$ cat src/rtl/score_bcd_pkg.sv
// Shared constants and state type for the score binary-to-BCD converter.
// Both the converter and its bus interface import this package.
package score_pkg;

  localparam int BIN_W_DEF   = 14;
  localparam int MAX_VAL_DEF = 9999;
  localparam int NIB_W       = 4;
  localparam int NUM_DIGITS  = 4;
  localparam int BCD_W       = NIB_W * NUM_DIGITS;

  typedef enum logic [1:0] {
    IDLE  = 2'd0,
    SHIFT = 2'd1,
    DONE  = 2'd2
  } state_e;

endpackage

$ cat src/rtl/score_bcd_if.sv
// Request/result bundle between the score source and the BCD converter.
// Handshake: start is a one-cycle request honoured only while busy is low; done
// pulses once per accepted request and the digits stay valid until the next done.
interface score_bcd_if #(
  parameter int BIN_W = score_pkg::BIN_W_DEF
) ();

  logic                                 start;
  logic [BIN_W-1:0]                     bin_in;
  logic                                 busy;
  logic                                 done;
  logic                                 overflow;
  logic [score_pkg::NIB_W-1:0]          ones;
  logic [score_pkg::NIB_W-1:0]          tens;
  logic [score_pkg::NIB_W-1:0]          hundreds;
  logic [score_pkg::NIB_W-1:0]          thousands;
  score_pkg::state_e                    state_dbg;

  modport master (
    output start, bin_in,
    input  busy, done, overflow, ones, tens, hundreds, thousands, state_dbg
  );

  modport slave (
    input  start, bin_in,
    output busy, done, overflow, ones, tens, hundreds, thousands, state_dbg
  );

endinterface

$ cat src/rtl/score_bcd_add3.sv
// Double-dabble digit correction: a nibble of 5 or more gets 3 added so that
// the following left shift carries correctly into the next decimal digit.
module bcd_add3
  import score_pkg::*;
(
  input  logic [NIB_W-1:0] nib_i,
  output logic [NIB_W-1:0] nib_o
);

  // Inputs are at most 9, so the sum fits in 4 bits and never carries.
  always_comb begin
    nib_o = nib_i;
    if (nib_i >= 4'd5) begin
      nib_o = nib_i + 4'd3;
    end
  end

endmodule

$ cat src/rtl/score_bcd.sv
// Iterative binary-to-BCD converter for the 4-digit score display.
// Digits and overflow are registered and only change at completion or reset.
module score_bcd
  import score_pkg::*;
#(
  parameter int BIN_W   = BIN_W_DEF,
  parameter int MAX_VAL = MAX_VAL_DEF
) (
  input  logic        clk_100MHz,
  input  logic        rst,
  score_bcd_if.slave  bus
);

  localparam int               SCR_W    = BCD_W + BIN_W;
  localparam logic [BIN_W-1:0] MAX_BIN  = BIN_W'(MAX_VAL);
  localparam logic [3:0]       CNT_LAST = 4'(BIN_W - 1);

  state_e             state_q,    state_d;
  logic [SCR_W-1:0]   scratch_q,  scratch_d;
  logic [3:0]         cnt_q,      cnt_d;
  logic               ovf_pend_q, ovf_pend_d;
  logic [BCD_W-1:0]   digits_q,   digits_d;
  logic               overflow_q, overflow_d;
  logic               done_q,     done_d;

  logic [BCD_W-1:0]   bcd_cur;
  logic [BCD_W-1:0]   bcd_corr;
  logic               sat;

  assign bcd_cur = scratch_q[SCR_W-1 -: BCD_W];
  assign sat     = (bus.bin_in > MAX_BIN);

  for (genvar i = 0; i < NUM_DIGITS; i++) begin : g_add3
    bcd_add3 u_add3 (
      .nib_i (bcd_cur [i*NIB_W +: NIB_W]),
      .nib_o (bcd_corr[i*NIB_W +: NIB_W])
    );
  end

  always_comb begin
    state_d    = state_q;
    scratch_d  = scratch_q;
    cnt_d      = cnt_q;
    ovf_pend_d = ovf_pend_q;
    digits_d   = digits_q;
    overflow_d = overflow_q;
    done_d     = 1'b0;

    case (state_q)
      IDLE: begin
        if (bus.start) begin
          scratch_d  = {{BCD_W{1'b0}}, (sat ? MAX_BIN : bus.bin_in)};
          ovf_pend_d = sat;
          cnt_d      = 4'd0;
          state_d    = SHIFT;
        end
      end

      SHIFT: begin
        // Correct first, then shift; the final shift is left uncorrected.
        scratch_d = {bcd_corr, scratch_q[BIN_W-1:0]} << 1;
        cnt_d     = cnt_q + 4'd1;
        if (cnt_q == CNT_LAST) begin
          state_d = DONE;
        end
      end

      DONE: begin
        digits_d   = bcd_cur;
        overflow_d = ovf_pend_q;
        done_d     = 1'b1;
        state_d    = IDLE;
      end

      default: begin
        state_d = IDLE;
      end
    endcase
  end

  always_ff @(posedge clk_100MHz) begin
    if (rst) begin
      state_q    <= IDLE;
      scratch_q  <= '0;
      cnt_q      <= '0;
      ovf_pend_q <= 1'b0;
      digits_q   <= '0;
      overflow_q <= 1'b0;
      done_q     <= 1'b0;
    end else begin
      state_q    <= state_d;
      scratch_q  <= scratch_d;
      cnt_q      <= cnt_d;
      ovf_pend_q <= ovf_pend_d;
      digits_q   <= digits_d;
      overflow_q <= overflow_d;
      done_q     <= done_d;
    end
  end

  assign bus.busy      = (state_q != IDLE);
  assign bus.done      = done_q;
  assign bus.overflow  = overflow_q;
  assign bus.thousands = digits_q[3*NIB_W +: NIB_W];
  assign bus.hundreds  = digits_q[2*NIB_W +: NIB_W];
  assign bus.tens      = digits_q[1*NIB_W +: NIB_W];
  assign bus.ones      = digits_q[0*NIB_W +: NIB_W];
  assign bus.state_dbg = state_q;

endmodule

$ cat src/flat_wrapper.sv
// flat-port wrapper written by rule: the top's interface ports become plain ports
module score_bcd_flat import score_pkg::*;
#(
  parameter int BIN_W   = BIN_W_DEF,
  parameter int MAX_VAL = MAX_VAL_DEF
)
  (clk_100MHz, rst, bus_start, bus_bin_in, bus_busy, bus_done, bus_overflow, bus_ones, bus_tens, bus_hundreds, bus_thousands, bus_state_dbg);
  score_bcd_if #(.BIN_W(BIN_W)) bus_i ();
  input  logic clk_100MHz;
  input  logic rst;
  input wire logic [$bits(bus_i.start)-1:0] bus_start;
  input wire logic [$bits(bus_i.bin_in)-1:0] bus_bin_in;
  output wire logic [$bits(bus_i.busy)-1:0] bus_busy;
  output wire logic [$bits(bus_i.done)-1:0] bus_done;
  output wire logic [$bits(bus_i.overflow)-1:0] bus_overflow;
  output wire logic [$bits(bus_i.ones)-1:0] bus_ones;
  output wire logic [$bits(bus_i.tens)-1:0] bus_tens;
  output wire logic [$bits(bus_i.hundreds)-1:0] bus_hundreds;
  output wire logic [$bits(bus_i.thousands)-1:0] bus_thousands;
  output wire logic [$bits(bus_i.state_dbg)-1:0] bus_state_dbg;
  assign bus_i.start = bus_start;
  assign bus_i.bin_in = bus_bin_in;
  assign bus_busy = bus_i.busy;
  assign bus_done = bus_i.done;
  assign bus_overflow = bus_i.overflow;
  assign bus_ones = bus_i.ones;
  assign bus_tens = bus_i.tens;
  assign bus_hundreds = bus_i.hundreds;
  assign bus_thousands = bus_i.thousands;
  assign bus_state_dbg = bus_i.state_dbg;
  score_bcd #(.BIN_W(BIN_W), .MAX_VAL(MAX_VAL)) u_core (.clk_100MHz(clk_100MHz), .rst(rst), .bus(bus_i));
endmodule
$ cat config.mk
export PLATFORM = sky130hd
export DESIGN_NAME = score_bcd_flat
export DESIGN_NICKNAME = d
export VERILOG_FILES = /design/src/rtl/score_bcd_pkg.sv /design/src/rtl/score_bcd_if.sv /design/src/rtl/score_bcd_add3.sv /design/src/rtl/score_bcd.sv /design/src/flat_wrapper.sv
export SDC_FILE = /design/constraint.sdc
export NUM_CORES = 1
export LEC_CHECK = 0
export CAP_MARGIN = 10
export CORE_UTILIZATION = 49
export CTS_CLUSTER_DIAMETER = 60
export CTS_CLUSTER_SIZE = 12
export DETAILED_ROUTE_END_ITERATION = 6
export GPL_TIMING_DRIVEN = 1
export PLACE_DENSITY = 0.82
export SKIP_CTS_REPAIR_TIMING = 1
export SLEW_MARGIN = 20
export SYNTH_ARGS = -nofsm -noshare
export SYNTH_HDL_FRONTEND = slang
export SYNTH_SLANG_ARGS = --single-unit
$ cat constraint.sdc
create_clock -name clk_100MHz -period 1.9 [get_ports clk_100MHz]
set_clock_uncertainty 0.1 [all_clocks]
set_input_delay 0.38 -clock clk_100MHz [delete_from_list [all_inputs] [get_ports clk_100MHz]]
set_output_delay 0.38 -clock clk_100MHz [all_outputs]
set_load 0.01 [all_outputs]
==> flow_summary.yaml <==
status:
  status: "finished clean"
floorplan:
  io_pins: 38
  rows: 25
  chipHeight_um: 72.0
  coreArea_um2: 4720
  fp.dieW_um: 72.0
  fp.dieArea_um2: 5190
  start_util: 0.509
synth:
  synth-seq-area-share: 0.458
  synth_area_leaders: "dfxtp_1, a21oi_1, nand2_1, ha_1, nor2_1"
  ys.flop_type: "dfxtp_1"
  yosysTopAreaCell: "dfxtp_1"
  synth_top_area_share: 0.458
  synth_edf_count: 0
  syn_area_um2: 2400
  synth_cell_types: 39
  postSynthCellCount: 277
  ys_warn_count: 0
  synth_seq_cells: 55
  synth.avg_cell_area_um2: 8.67
  async_flop_share: 0
  synth_nets: 304
global_routing:
  grt_max_degree: 19
  grt_overflow_total: 0
  grt_use_met1: 0.267
  grt_antenna_before_repair: 0
  met3_usage: 0.0292
  grt_pass1_wl_mm: 9.27
  busiest_layer: "met2"
  use_met2: 0.415
  grt_usage: 0.225
  grt_pass1_vias: 2137
drt:
  drt_pass1_iterations: 4
  first_iter_violations: 196
  drtAntennaViolNets: 0
  drt_drc_violations_left: 0
  routedWlPerCell_um: 13.2
  routed_wl_mm: 5.28
  vias: 2125
  vias_per_cell: 5.33
finish:
  design_area_um2: 3070
  drive_above_1_share: 0.133
  final_common_cell: "dfxtp_1"
  syn_to_final_growth_pct: 28.0
  nNetsFinal: 358
  fin_util: 0.651
  final_cell_mix: "dfxtp_1, nand2_1, clkdlybuf4s50_1"
  antenna_cells: 0
worst_setup_path:
  crit_required_ns: 2.05
  startpoint: "bus_start"
  startpoint_type: "input port"
  cp-endpoint: "u_core.scratch_q[5]$_SDFFE_PP0P_"
  arrival_ns: 1.88
  worst-r2r-cell-count: 5
  timing.rr.start: "u_core.bus.state_dbg[0]$_SDFFE_PP0P_"
  cp_max_fo: 4
  path_class: "input port to flip-flop"
  reg2reg_slack_ns: 0.22
  r2r_end: "u_core.scratch_q[5]$_SDFFE_PP0P_"
  endpoint_kind: "flip-flop"
clocking:
  cts_root_buffer: "clkbuf_8"
  cts_buffers: 5
  cts.sinks: 55
  htree_levels: 2
  insertion_delay_ns: 0.30
  clk_pin_slew_ns: 0.10
  cts_tree: "built"
  cts-root-to-sink-buffers: 2
timing:
  slew_viol_final: 0
  layout_setup_ws_ns: 0.166
  fin_setup_tns_ns: 0
  period_needed_ns: 1.73
  hold_viol_final: 0
  worst_slew_pin_slew_ns: 0.792
  finalCritPeriodShare: 0.913
  max-slew-margin-rel: 0.470
  holdWs_ns: 0.356
  rsz0062_at_grt: "false"
  fmax_mhz: 577
  setup_viol: 0
power_and_ir_drop:
  ir_drop_mv: 0.431
  total_leakage_power_nw: 1.16
  power.density_nw_per_um2: 684
hold_path:
  holdCritPathClass: "flip-flop to flip-flop"
place:
  pre_cts_slack_ns: -0.150
  dp_hpwl_mm: 3.93
  port_buffers: 37
  dpl_cell_area_um2: 2980
  gp_congestion: 0.867
run:
  max_cap_violations: 0
==> final cells by class <==
| cell class | instances | area, um2 |
|---|---|---|
| flip-flops and latches | 55 | 1100 |
| repair buffers | 64 | 576 |
| well taps | 67 | 83.8 |
| inverters | 12 | 45.0 |
| clock buffers | 5 | 68.8 |
| fillers | 406 | 1650 |
| multi-input cells | 193 | 1170 |
| clock inverters | 3 | 25.0 |
==> flip-flops by register name, indices dropped and copies added (netlist names) <==
signal	flops
u_core.bus.state_dbg	2
u_core.digits_q	16
u_core.scratch_q	30
u_core.cnt_q	4
u_core.ovf_pend_q	1
u_core.bus.overflow	1
u_core.bus.done	1
==> routing by layer <==
| metal | vias up | part of all wire |
|---|---|---|
| met5 | - | 0 |
| met4 | 0 | 0.0068 |
| met3 | 4 | 0.031 |
| met2 | 40 | 0.52 |
| met1 | 1004 | 0.44 |
| li1 | 1077 | - |
==> stage by stage <==
| stage | cells | power (W) |
|---|---|---|
| finish | 399 | 0.00210 |
| global route | 399 | 0.00219 |
| CTS | 399 | 0.00211 |
| detailed placement | 391 | 0.00147 |
| global placement | 391 | 0.00146 |
| floorplan | 277 | 0.00135 |
==> synth_stat cells, drive strengths merged (3+ instances only) <==
cell	instances
nor2	31
xnor2	4
a21oi	31
inv	12
nand2	40
nand3	7
a222oi	6
dfxtp	55
buf	9
a22o	11
xor2	3
o221a	4
mux2i	5
ha	10
o21ai	8
nor3	9
nand2b	6
clkbuf	8
==> power breakdown <==
group	leakage (nW)	internal (W)	total, W	switching (W)
sequential	0.446	0.00118	0.00121	0.0000223
clock	0.0443	0.000265	0.000660	0.000395
combinational	0.673	0.000118	0.000236	0.000118
total	1.16	0.00157	0.00210	0.000535
==> how the worst min path moves through the flow <==
stage	from	endpoint	slack, ns	cells after the start
after detailed placement	u_core.digits_q[9]$_SDFFE_PP0P_	u_core.digits_q[9]$_SDFFE_PP0P_	0.35	2
after CTS	u_core.digits_q[15]$_SDFFE_PP0P_	u_core.digits_q[15]$_SDFFE_PP0P_	0.36	2
after floorplan	u_core.scratch_q[10]$_SDFFE_PP0P_	u_core.scratch_q[10]$_SDFFE_PP0P_	0.32	2
final	u_core.digits_q[15]$_SDFFE_PP0P_	u_core.digits_q[15]$_SDFFE_PP0P_	0.36	2
after global placement	u_core.scratch_q[10]$_SDFFE_PP0P_	u_core.scratch_q[10]$_SDFFE_PP0P_	0.34	2
after global routing	u_core.digits_q[12]$_SDFFE_PP0P_	u_core.digits_q[12]$_SDFFE_PP0P_	0.38	2
==> kinds of logic (layout without fill, tap and decap cells) <==
group | Yosys count | in the layout | share of synthesized area
AO/OA/AOI/OAI | 69 | 69 | 0.196
flip-flops | 55 | 55 | 0.458
AND/OR/NAND/NOR | 101 | 101 | 0.190
adder cells (fa/ha/maj) | 10 | 10 | 0.0521
XOR/XNOR | 7 | 7 | 0.0255
multiplexers | 6 | 6 | 0.0255
buffers and inverters | 29 | 84 | 0.0526
==> critical path, cell delays in order <==
cell and delay (ns):
clkdlybuf4s50_1 0.50, or3b_4 0.44, nor3_2 0.32, a222oi_1 0.13, nor2_1 0.11
Power figures use the tool's default switching activity.
